## src/rtl/demux_pkg.sv

```systemverilog
// demux_pkg: shared definitions for the demux_deser serial-to-parallel block.
//   N_DEF     : default word width / bits per frame
//   idx_width : bit-index counter width derived from the word width
//   state_e   : frame-assembly FSM states
//   ERR_W     : width of the optional aborted-frame counter
package demux_pkg;

   localparam int unsigned N_DEF = 16;
   localparam int unsigned ERR_W = 8;

   typedef enum logic [1:0] {
      StIdle,
      StCollect,
      StFull
   } state_e;

   function automatic int unsigned idx_width(input int unsigned n);
      return $clog2(n);
   endfunction

endpackage

```

## src/rtl/demux_idx_cnt.sv

```systemverilog
// demux_idx_cnt: bit-index counter for frame assembly.
//   i_clk   : clock, rising edge
//   i_rst_n : synchronous active-low reset (idx -> 0)
//   i_load1 : set idx to 1 (bit 0 was just written); wins over i_inc
//   i_inc   : advance idx; wraps to 0 after the terminal index
//   o_idx   : current bit index
//   o_last  : idx == N-1
module demux_idx_cnt #(
   parameter int unsigned N     = 16,
   parameter int unsigned IDX_W = 4
) (
   input  logic             i_clk,
   input  logic             i_rst_n,
   input  logic             i_load1,
   input  logic             i_inc,
   output logic [IDX_W-1:0] o_idx,
   output logic             o_last
);

   logic [IDX_W-1:0] r_idx;

   assign o_idx  = r_idx;
   assign o_last = (r_idx == IDX_W'(N - 1));

   always_ff @(posedge i_clk) begin
      if (!i_rst_n) begin
         r_idx <= '0;
      end else if (i_load1) begin
         r_idx <= IDX_W'(1);
      end else if (i_inc) begin
         r_idx <= o_last ? '0 : r_idx + IDX_W'(1);
      end
   end

endmodule

```

## src/rtl/demux_deser.sv

```systemverilog
// demux_deser: receiving end of an N:1 bit mux. Collects N serial bits (LSB
// first, framed by i_s_first on bit 0) into a word presented on a
// valid/ready output with backpressure.
//   i_clk, i_rst_n            : clock, synchronous active-low reset
//   i_s_valid/i_s_bit/i_s_first/o_s_ready : serial input handshake
//   o_out/o_out_valid/i_out_ready        : assembled word output handshake
//   o_err_cnt                 : saturating aborted-frame count, only when
//                               DEMUX_DESER_ERRCNT_EN is defined
module demux_deser
   import demux_pkg::*;
#(
   parameter int unsigned N = N_DEF
) (
   input  logic             i_clk,
   input  logic             i_rst_n,
   input  logic             i_s_valid,
   input  logic             i_s_bit,
   input  logic             i_s_first,
   output logic             o_s_ready,
   output logic [N-1:0]     o_out,
   output logic             o_out_valid,
   input  logic             i_out_ready
`ifdef DEMUX_DESER_ERRCNT_EN
   ,
   output logic [ERR_W-1:0] o_err_cnt
`endif
);

   localparam int unsigned IDX_W = idx_width(N);

   state_e           r_state;
   state_e           w_state_nxt;
   logic [N-1:0]     r_asm;
   logic [N-1:0]     w_asm_nxt;
   logic [N-1:0]     r_out;
   logic [N-1:0]     w_out_nxt;
   logic             r_out_valid;
   logic             w_out_valid_nxt;
   logic             w_s_acc;
   logic             w_o_xfer;
   logic             w_load1;
   logic             w_inc;
   logic             w_abort;
   logic [IDX_W-1:0] w_idx;
   logic             w_last;

   assign o_s_ready   = (r_state != StFull);
   assign o_out       = r_out;
   assign o_out_valid = r_out_valid;
   assign w_s_acc     = i_s_valid && o_s_ready;
   assign w_o_xfer    = r_out_valid && i_out_ready;

   demux_idx_cnt #(
      .N     (N),
      .IDX_W (IDX_W)
   ) u_idx_cnt (
      .i_clk   (i_clk),
      .i_rst_n (i_rst_n),
      .i_load1 (w_load1),
      .i_inc   (w_inc),
      .o_idx   (w_idx),
      .o_last  (w_last)
   );

   always_comb begin
      w_state_nxt     = r_state;
      w_asm_nxt       = r_asm;
      w_out_nxt       = r_out;
      w_out_valid_nxt = r_out_valid && !w_o_xfer;
      w_load1         = 1'b0;
      w_inc           = 1'b0;
      w_abort         = 1'b0;
      unique case (r_state)
         StIdle: begin
            if (w_s_acc && i_s_first) begin
               w_asm_nxt[0] = i_s_bit;
               w_load1      = 1'b1;
               w_state_nxt  = StCollect;
            end
         end
         StCollect: begin
            if (w_s_acc) begin
               if (i_s_first) begin
                  // Restart: the partial frame is dropped, this bit is index 0.
                  w_asm_nxt[0] = i_s_bit;
                  w_load1      = 1'b1;
                  w_abort      = 1'b1;
               end else begin
                  w_asm_nxt[w_idx] = i_s_bit;
                  w_inc            = 1'b1;
                  if (w_last) begin
                     if (!r_out_valid || w_o_xfer) begin
                        w_out_nxt       = w_asm_nxt;
                        w_out_valid_nxt = 1'b1;
                        w_state_nxt     = StIdle;
                     end else begin
                        w_state_nxt = StFull;
                     end
                  end
               end
            end
         end
         StFull: begin
            // out_valid is necessarily 1 here; the pending word replaces it.
            if (w_o_xfer) begin
               w_out_nxt       = r_asm;
               w_out_valid_nxt = 1'b1;
               w_state_nxt     = StIdle;
            end
         end
         default: begin
            w_state_nxt = StIdle;
         end
      endcase
   end

   always_ff @(posedge i_clk) begin
      if (!i_rst_n) begin
         r_state     <= StIdle;
         r_asm       <= '0;
         r_out       <= '0;
         r_out_valid <= 1'b0;
      end else begin
         r_state     <= w_state_nxt;
         r_asm       <= w_asm_nxt;
         r_out       <= w_out_nxt;
         r_out_valid <= w_out_valid_nxt;
      end
   end

`ifdef DEMUX_DESER_ERRCNT_EN
   logic [ERR_W-1:0] r_err_cnt;

   assign o_err_cnt = r_err_cnt;

   always_ff @(posedge i_clk) begin
      if (!i_rst_n) begin
         r_err_cnt <= '0;
      end else if (w_abort && (r_err_cnt != '1)) begin
         r_err_cnt <= r_err_cnt + ERR_W'(1);
      end
   end
`else
   logic w_unused;
   assign w_unused = w_abort;
`endif

endmodule

```

## config.mk

```make
export PLATFORM = sky130hd
export DESIGN_NAME = demux_deser
export DESIGN_NICKNAME = d
export VERILOG_FILES = /design/src/rtl/demux_pkg.sv /design/src/rtl/demux_idx_cnt.sv /design/src/rtl/demux_deser.sv
export SDC_FILE = /design/constraint.sdc
export NUM_CORES = 1
export LEC_CHECK = 0
export ABC_AREA = 1
export CORE_ASPECT_RATIO = 0.75
export CORE_MARGIN = 2
export CORE_UTILIZATION = 24
export DETAILED_ROUTE_END_ITERATION = 10
export DONT_BUFFER_PORTS = 1
export GPL_TIMING_DRIVEN = 1
export MAX_ROUTING_LAYER = met4
export PLACE_DENSITY = 0.4
export SYNTH_ARGS = -nofsm -noshare
export SYNTH_HDL_FRONTEND = slang
export SYNTH_HIERARCHICAL = 1
export SYNTH_SLANG_ARGS = --single-unit
```

## constraint.sdc

```tcl
create_clock -name i_clk -period 2.07 [get_ports i_clk]
set_input_delay 0.1035 -clock i_clk [delete_from_list [all_inputs] [get_ports i_clk]]
set_output_delay 0.1035 -clock i_clk [all_outputs]
set_load 0.1 [all_outputs]
```

==> results of run 1 <==
[path summary, 6_finish.rpt]
| path | slack, ps | cells past startpoint | from | end |
|---|---|---|---|---|
| worst max-delay path | 230 | 11 | u_idx_cnt/o_idx[0]$_SDFFE_PN0P_ | o_out[13]$_SDFFE_PN0P_ |
| worst min-delay path | 80 | 3 | i_out_ready | o_out_valid$_SDFF_PN0_ |
| worst max register to register | 230 | 11 | u_idx_cnt/o_idx[0]$_SDFFE_PN0P_ | o_out[13]$_SDFFE_PN0P_ |
| worst min register to register | 500 | 2 | r_asm[0]$_SDFFE_PN0P_ | r_asm[0]$_SDFFE_PN0P_ |
[metrics by stage]
step                worst slack, ps  cell area, µm²    util  power (W)  hold slack [ps]
floorplan                     211.6            2338       -   0.003210            235.3
global placement              324.8            2606  0.2720   0.003682            210.2
detailed placement            233.9            2606  0.2720   0.003700            213.2
CTS                           221.7            2755  0.2876   0.004469            67.39
global route                  65.06            2755  0.2876   0.004734            129.1
finish                        226.7            2755  0.2876   0.004400            79.34
[kinds of logic after synthesis]
kind of cell / count (synthesis) / share of synthesized area
buffers and inverters: 84 / 0.1503
AOI/OAI and AO/OA: 31 / 0.07170
adders and majority gates: 4 / 0.02140
DFF: 39 / 0.3339
and+or+nand+nor: 239 / 0.4227
[layout by cell type (no fill, tap or decap), types with 2 or more instances in the layout]
cell and count:
inv_2 3, clkbuf_16 5, nor2_1 48, nand3_1 47, nand2_1 134, ha_1 4
dfxtp_1 39, nand2_2 3, o211ai_1 2, buf_4 26, a21oi_1 8, inv_1 66
o21ai_1 2, o21ai_0 17, nor2_2 2
[repair_timing]
item                      4_1_cts  5_1_grt
hold buffers                    1        0
resized for setup               0        0
hold endpoints to repair       36        0
[power groups by stage]
stage | combinational (W) | sequential, W | clock (W)
after floorplan | 0.00106 | 0.00215 | 0
after global placement | 0.00265 | 0.00103 | 0
after detailed placement | 0.00267 | 0.00103 | 0
after CTS | 0.00269 | 0.00102 | 0.000762
after global routing | 0.00289 | 0.00104 | 0.000805
final | 0.00265 | 0.00101 | 0.000733
[registers in the layout, summed over array words and instances, names as in the netlist]
register / count
o_out: 16
r_asm: 16
u_idx_cnt/o_idx: 4
r_state: 2
o_out_valid: 1
[final cells by class]
type	count	area, µm²	share of cell area
clock buffer	6	128.9	0.04678
timing repair buffer	27	215.2	0.07811
sequential	39	780.7	0.2834
inverter	69	259.0	0.09401
tap	132	165.2	0.05995
multi-input combinational	274	1206	0.4378
[per-layer routing]
layer  track usage  up-vias
met5             -        -
met4       0.03286        0
met3       0.03699        5
met2        0.1834       30
met1        0.1704      969
li1              -     1244
[critical path: stages, from the launching register on]
cell	delay, ps
dfxtp_1	480
ha_1	240
nand3_1	110
inv_1	110
inv_1	40
nand2_1	50
nand2_1	70
nor2_1	130
nand2_2	90
buf_4	210
nor2_1	130
nor2_1	50
==> results.toml, run 1 <==
[floorplan]
core-area_um2 = 9580
io_pins = 24
floorplan.initialDensity = 0.2441
die_w_um = 118.0
num_rows = 31
die_h_um = 89.49
die-area_um2 = 10560

[timing]
final.period_utilization = 0.8905
tns_ps = 0
slew_violations = 0
tightestPinTransition_ps = 583.5
fin_skew_ps = 5.268
final_hold_viol_count = 0
fin_crit_ps = 1843
final-setup-viol-count = 0
fmax_mhz = 542.5
timing.slew.headroom = 0.6095
rsz0062_at_grt = "no"

[placement]
dp_cells = 540
gp_congestion = 0.7408
detailedPlacementHpwl_mm = 4.182
port_buffers = 0

[power]
pwr-share-seq = 0.230
p_comb_frac = 0.603
p_clk_frac = 0.167
p_leak_nw = 1.436
p_per_area_nw_per_um2 = 1597
switching_share = 0.5480
p_int_w = 0.001989
irDropWorstVdd_mv = 0.6855
p_sw_w = 0.002411

[final_layout]
diodes = 0
layout.nets = 426
drive_gt1_frac = 0.1036
fin_cells = 547
area_growth_pct = 17.82
fillers = 1113

[yosys]
synth_top_area_frac = 0.3339
async_reset_ff_frac = 0
ys_seq_area_frac = 0.3339
synth_flop_cell = "dfxtp_1"
synth_area_um2 = 2338
synth-seq-cells = 39
synth_most_common_cell = "nand2_1"
synth_cell_types = 26
synth.largest_area_cell = "dfxtp_1"
syn_nets = 407
synth-edff-count = 0
synthCells = 397
synth_area_per_cell_um2 = 5.890
yosysWarnings = 6
synth_top_cells_by_count = "nand2_1 (134), inv_1 (66), nor2_1 (48), nand3_1 (47), dfxtp_1 (39)"
synthTopCellsByArea = "dfxtp_1 (33%), nand2_1 (22%), inv_1 (11%), nand3_1 (10%), nor2_1 (7.7%)"

[clocking]
h-tree-depth = 2
clk_path_buf_depth = 2
clkLatencyLatePin_ps = 280
cts_made_buffers = 5
tritoncts = "done"
clk_pin_slew_ps = 60
cts-root-buf = "clkbuf_16"
post_cts_buffers = 0
clkSinkCount = 39

[setup_path]
critPathRequiredTime_ps = 2250
crit_fanout = 18
path_class = "reg2reg"
critPathArrivalTime_ps = 2020
start_kind = "register"
critPathCaptureType = "register"

[grt]
grt_pass1_vias = 2034
antenna_found_initial = 0
grt_pass1_wl_mm = 10.03
gr-total-overflow = 0
grt_max_degree = 37
track_usage = 0.1261

[routing]
met3_wirelength_um = 256
drcViolationCount = 0
drt_iter0_markers = 108
top_layer = "met4"
wl_met1_mm = 3.215
vias_per_cell = 4.110
wl_met2_mm = 2.406
ant_nets = 0
routed_wl_mm = 5.932
firstDrtPassIters = 4
post_drt_wl_per_cell_um = 10.84
vias = 2248

[outcome]
status = "completed"

[run]
cap_violations = 0

[hold_path]
hold_class = "in2reg"
Power figures use the tool's default switching activity.
==> run 2: changes to the inputs <==
- CELL_PAD_IN_SITES_DETAIL_PLACEMENT: unset -> 0
- CELL_PAD_IN_SITES_GLOBAL_PLACEMENT: unset -> 1
- PLACE_DENSITY: 0.4 -> 0.52
==> run 2 against run 1 <==
Core utilization rose by 0.73 points. Cell count rose by 0.37%. Register-to-register slack improved by 60 ps. Worst hold slack got worse by 25 ps. Sequential power barely moved. Critical path type unchanged. Largest cell class unchanged. Largest power group unchanged.
==> results.toml, run 2 (same netlist as run 1, synthesis figures left out) <==
[hold_path]
hold_class = "in2reg"

[grt]
grt_pass1_vias = 2186
grt_pass1_wl_mm = 10.52
track_usage = 0.1315
grtUsageMet3 = 0.03508
grt_max_degree = 37
gr-total-overflow = 0
grt_use_met1 = 0.1716
grt-busiest-layer = "met2"
antenna_found_initial = 0
grtUsageMet2 = 0.2003

[placement]
gp_congestion = 0.7645
pre_cts_ws_ps = 297.4
port_buffers = 0
detailedPlacementHpwl_mm = 4.202

[final_layout]
area_growth_pct = 20.81
fillers = 1099
multi_input_area_um2 = 1206
diodes = 0
seqCellArea_um2 = 780.7
drive_gt1_frac = 0.1103
final_cell_mix = "nand2_1 (134), inv_1 (66), nor2_1 (48)"
mostFrequentLayoutCell = "nand2_1"
layout.nets = 426

[clocking]
clkLatencyLatePin_ps = 290
cts-root-buf = "clkbuf_16"
tritoncts = "done"
ctsResizeCount = 0
h-tree-depth = 2
cts_made_buffers = 5
clkSinkCount = 39
clk_path_buf_depth = 2
clk_pin_slew_ps = 60

[routing]
drcViolationCount = 0
post_drt_wl_per_cell_um = 11.14
vias_per_cell = 4.051
vias = 2224
ant_nets = 0
drt_iter0_markers = 131
firstDrtPassIters = 4
routed_wl_mm = 6.116

[power]
p_per_area_nw_per_um2 = 1643
p_leak_nw = 1.471
irDropWorstVdd_mv = 0.5868

[setup_path]
crit_fanout = 32
start_kind = "register"
critPathArrivalTime_ps = 1960
path_delay_family = "simple AND/OR/NAND/NOR gates"
cp_num_buf_inv = 3
critPathRequiredTime_ps = 2250
worstPathCellList = "ha_1 -> nand3_1 -> inv_1 -> inv_1 -> nand2_1 -> nand2_1 -> nor2_1 -> nand2_2 -> buf_12 -> a21oi_1 -> nor2_1"
path_class = "reg2reg"
slowest_delay_ps = 470
cp_slowest_cell = "dfxtp_1"
critPathCaptureType = "register"

[floorplan]
floorplan.initialDensity = 0.2441
core-area_um2 = 9580
io_pins = 24
die-area_um2 = 10560
num_rows = 31
die_w_um = 118.0
die_h_um = 89.49

[timing]
fmax_mhz = 561.4
hold_ws_ps = 54.65
fin_skew_ps = 6.759
tightestPinTransition_ps = 525.6
final.period_utilization = 0.8605
fin_crit_ps = 1781
rsz0062_at_grt = "no"
finalWorstSetupSlack_ps = 288.8
slew_violations = 0
final-setup-viol-count = 0
timing.slew.headroom = 0.6483
final_hold_viol_count = 0
tns_ps = 0

[outcome]
status = "completed"

[run]
cap_violations = 0
-- run 2: changes by cell type in the layout (fill, tap and decap cells not counted) --
cell       previous run  this run
clkbuf_1              1         0
buf_12                1         3
bufinv_16             0         1
buf_4                26        24
clkbuf_8              0         1
clkinv_2              0         1
-- run 2: stage by stage --
step / area [µm²] / utilization / power (W) / cells
5_1_grt: 2825 / 0.2949 / 0.004959 / 549
2_1_floorplan: 2338 / - / 0.003210 / 397
3_5_place_dp: 2631 / 0.2747 / 0.003743 / 540
4_1_cts: 2825 / 0.2949 / 0.004710 / 549
3_3_place_gp: 2631 / 0.2747 / 0.003727 / 540
6_report: 2825 / 0.2949 / 0.004642 / 549
-- run 2: worst reg2reg max path, stage by stage, from the launching register on --
cell and delay [ps]:
dfxtp_1 470, ha_1 240, nand3_1 110, inv_1 100, inv_1 40, nand2_1 50
nand2_1 70, nor2_1 130, nand2_2 70, buf_12 170, a21oi_1 170, nor2_1 50
-- run 2: where the power goes --
group / leakage [nW] / switching [W] / internal, W
sequential: 0.317 / 0.0000738 / 0.000940
clock: 0.0868 / 0.000327 / 0.000600
combinational: 1.07 / 0.00206 / 0.000642
-- run 2: area by class of cell --
class,count,area share
Multi-Input combinational cell,274,0.4269
Sequential cell,39,0.2764
Inverter,69,0.09167
Timing Repair Buffer,27,0.08503
Tap cell,132,0.05846
Clock buffer,6,0.04916
Clock inverter,2,0.01240
-- run 2: layer usage --
| metal | up-vias | share of wire |
|---|---|---|
| li1 | 1240 | - |
| met1 | 957 | 0.56 |
| met2 | 21 | 0.40 |
| met3 | 6 | 0.035 |
| met4 | 0 | 0.013 |
| met5 | - | 0 |
-- run 2: path summary, 6_finish.rpt --
check	from	to	slack, ps	depth (start not counted)
worst max-delay path	u_idx_cnt/o_idx[0]$_SDFFE_PN0P_	o_out[15]$_SDFFE_PN0P_	290	11
worst min-delay path	i_out_ready	o_out_valid$_SDFF_PN0_	50	3
worst max register to register	u_idx_cnt/o_idx[0]$_SDFFE_PN0P_	o_out[15]$_SDFFE_PN0P_	290	11
worst min register to register	r_asm[0]$_SDFFE_PN0P_	r_asm[0]$_SDFFE_PN0P_	500	2
-- run 2: timing repair --
action | CTS | global route
setup endpoints to repair | 0 | 0
endpoints found under the hold margin | 36 | 0
buffers inserted | 0 | 0
hold buffers | 1 | 0
==> run 3: changes to the inputs <==
- ABC_CLOCK_PERIOD_IN_PS: unset -> 2070
- BUFFER_PORTS_ARGS: unset -> -buffer_cell sky130_fd_sc_hd__buf_2
- DONT_BUFFER_PORTS: 1 -> unset
- PLACE_DENSITY: 0.52 -> 0.55
==> run 3 against run 2 <==
Routed wire length shrank 0.43%. Register-to-register slack worse by 60 ps. Clock skew down 2.9 ps. Sequential cell count unchanged. Critical path depth unchanged. Maximum frequency shrank 3.4%. Critical path type unchanged. Non-clock buffer count increased by 6. Core utilization decreased by 0.54 points. Clock-buffer cell count up 2.
==> results.toml, run 3 (same netlist as run 1, synthesis figures left out) <==
[grt]
grt_pass1_wl_mm = 10.58
track_usage = 0.1312
gr-total-overflow = 0
grt_pass1_vias = 2190
antenna_found_initial = 0
grt_max_degree = 33

[setup_path]
path_delay_family = "simple AND/OR/NAND/NOR gates"
start_kind = "register"
slowest_delay_ps = 460
cp_num_buf_inv = 3
critPathCaptureType = "register"
critPathArrivalTime_ps = 2020
cp_slowest_cell = "dfxtp_1"
crit_fanout = 32
critPathRequiredTime_ps = 2250
worstPathCellList = "ha_1 -> nand3_1 -> inv_1 -> inv_1 -> nand2_1 -> nand2_1 -> nor2_1 -> nand2_2 -> buf_4 -> a21oi_1 -> nor2_1"
path_class = "reg2reg"

[timing]
timing.slew.headroom = 0.6150
final_hold_viol_count = 0
fmax_mhz = 542.4
hold_ws_ps = 183.3
fin_crit_ps = 1844
fin_skew_ps = 3.812
rsz0062_at_grt = "no"
tns_ps = 0
slew_violations = 0
tightestPinTransition_ps = 575.4
final-setup-viol-count = 0
final.period_utilization = 0.8907

[final_layout]
final_area_um2 = 2774
fin_cells = 555
layout.nets = 432
drive_gt1_frac = 0.1229
final_cell_mix = "nand2_1 (134), inv_1 (66), nor2_1 (48)"
mostFrequentLayoutCell = "nand2_1"
area_growth_pct = 18.62
diodes = 0

[clocking]
clk_pin_slew_ps = 60
tritoncts = "done"
h-tree-depth = 2
hold_buffers = 0
cts-root-buf = "clkbuf_16"
clkLatencyLatePin_ps = 290
cts_made_buffers = 5
clkSinkCount = 39
clk_path_buf_depth = 2

[floorplan]
num_rows = 31
die_w_um = 118.0
io_pins = 24
die-area_um2 = 10560
die_h_um = 89.49
floorplan.initialDensity = 0.2441
core-area_um2 = 9580

[placement]
dp_cells = 547
port_buffers = 23
gp_congestion = 0.7320
placed_area_um2 = 2616
detailedPlacementHpwl_mm = 4.236

[routing]
wl_met1_mm = 3.319
met3_wirelength_um = 210
drcViolationCount = 0
top_layer = "met4"
vias = 2268
firstDrtPassIters = 4
routed_wl_mm = 6.090
wl_met2_mm = 2.444
post_drt_wl_per_cell_um = 10.97
vias_per_cell = 4.086
ant_nets = 0
drt_iter0_markers = 87

[power]
irDropWorstVdd_mv = 0.8447
p_per_area_nw_per_um2 = 1604
p_leak_nw = 1.477
power.total_w = 0.004450

[run]
cap_violations = 0

[hold_path]
hold_class = "in2reg"

[outcome]
status = "completed"
run 3: per-layer routing:
| layer | global-route usage | vias to the layer above |
|---|---|---|
| met4 | 0.04381 | 0 |
| met3 | 0.02870 | 9 |
| met2 | 0.2088 | 34 |
| li1 | - | 1260 |
| met1 | 0.1669 | 965 |
| met5 | - | - |
run 3: worst min-delay path: cells and delay by family:
| kind | cells | cell delay [ps] |
|---|---|---|
| AO/OA/AOI/OAI | 2 | 180 |
| buffers and inverters | 1 | 90 |
| AND/OR/NAND/NOR | 1 | 40 |
run 3: final cells by class:
type,instances,area (µm²)
multi-input combinational,274,1206
clock buffer,8,156.4
sequential,39,782.0
timing repair buffer,33,205.2
inverter,69,259.0
fill,1105,6807
tap,132,165.2
run 3: where the power goes:
part / total, W / leakage, nW / switching [W] / internal [W]
Clock: 0.000834 / 0.0772 / 0.000320 / 0.000514
Sequential: 0.00105 / 0.318 / 0.000110 / 0.000943
Combinational: 0.00256 / 1.08 / 0.00201 / 0.000550
run 3: final timing paths:
kind                                         from                     end  slack [ps]  cells after the start
setup / recovery  u_idx_cnt/o_idx[1]$_SDFFE_PP0P_   o_out[3]$_SDFFE_PN0P_         230                     11
hold / removal                        i_out_ready  o_out_valid$_SDFF_PN0_         180                      4
setup reg to reg  u_idx_cnt/o_idx[1]$_SDFFE_PP0P_   o_out[3]$_SDFFE_PN0P_         230                     11
hold reg to reg             r_asm[0]$_SDFFE_PN0P_   r_asm[0]$_SDFFE_PN0P_         490                      2
run 3: repair_timing:
item,CTS,global route
setup endpoints to repair,0,13
resized for setup,0,1
buffers inserted,0,0
run 3: through the flow:
stage | util | setup slack, ps
detailed placement | 0.2731 | 201.1
CTS | 0.2894 | 186.5
finish | 0.2895 | 226.3
floorplan | - | 211.6
global placement | 0.2731 | 216.3
global route | 0.2895 | 1.765
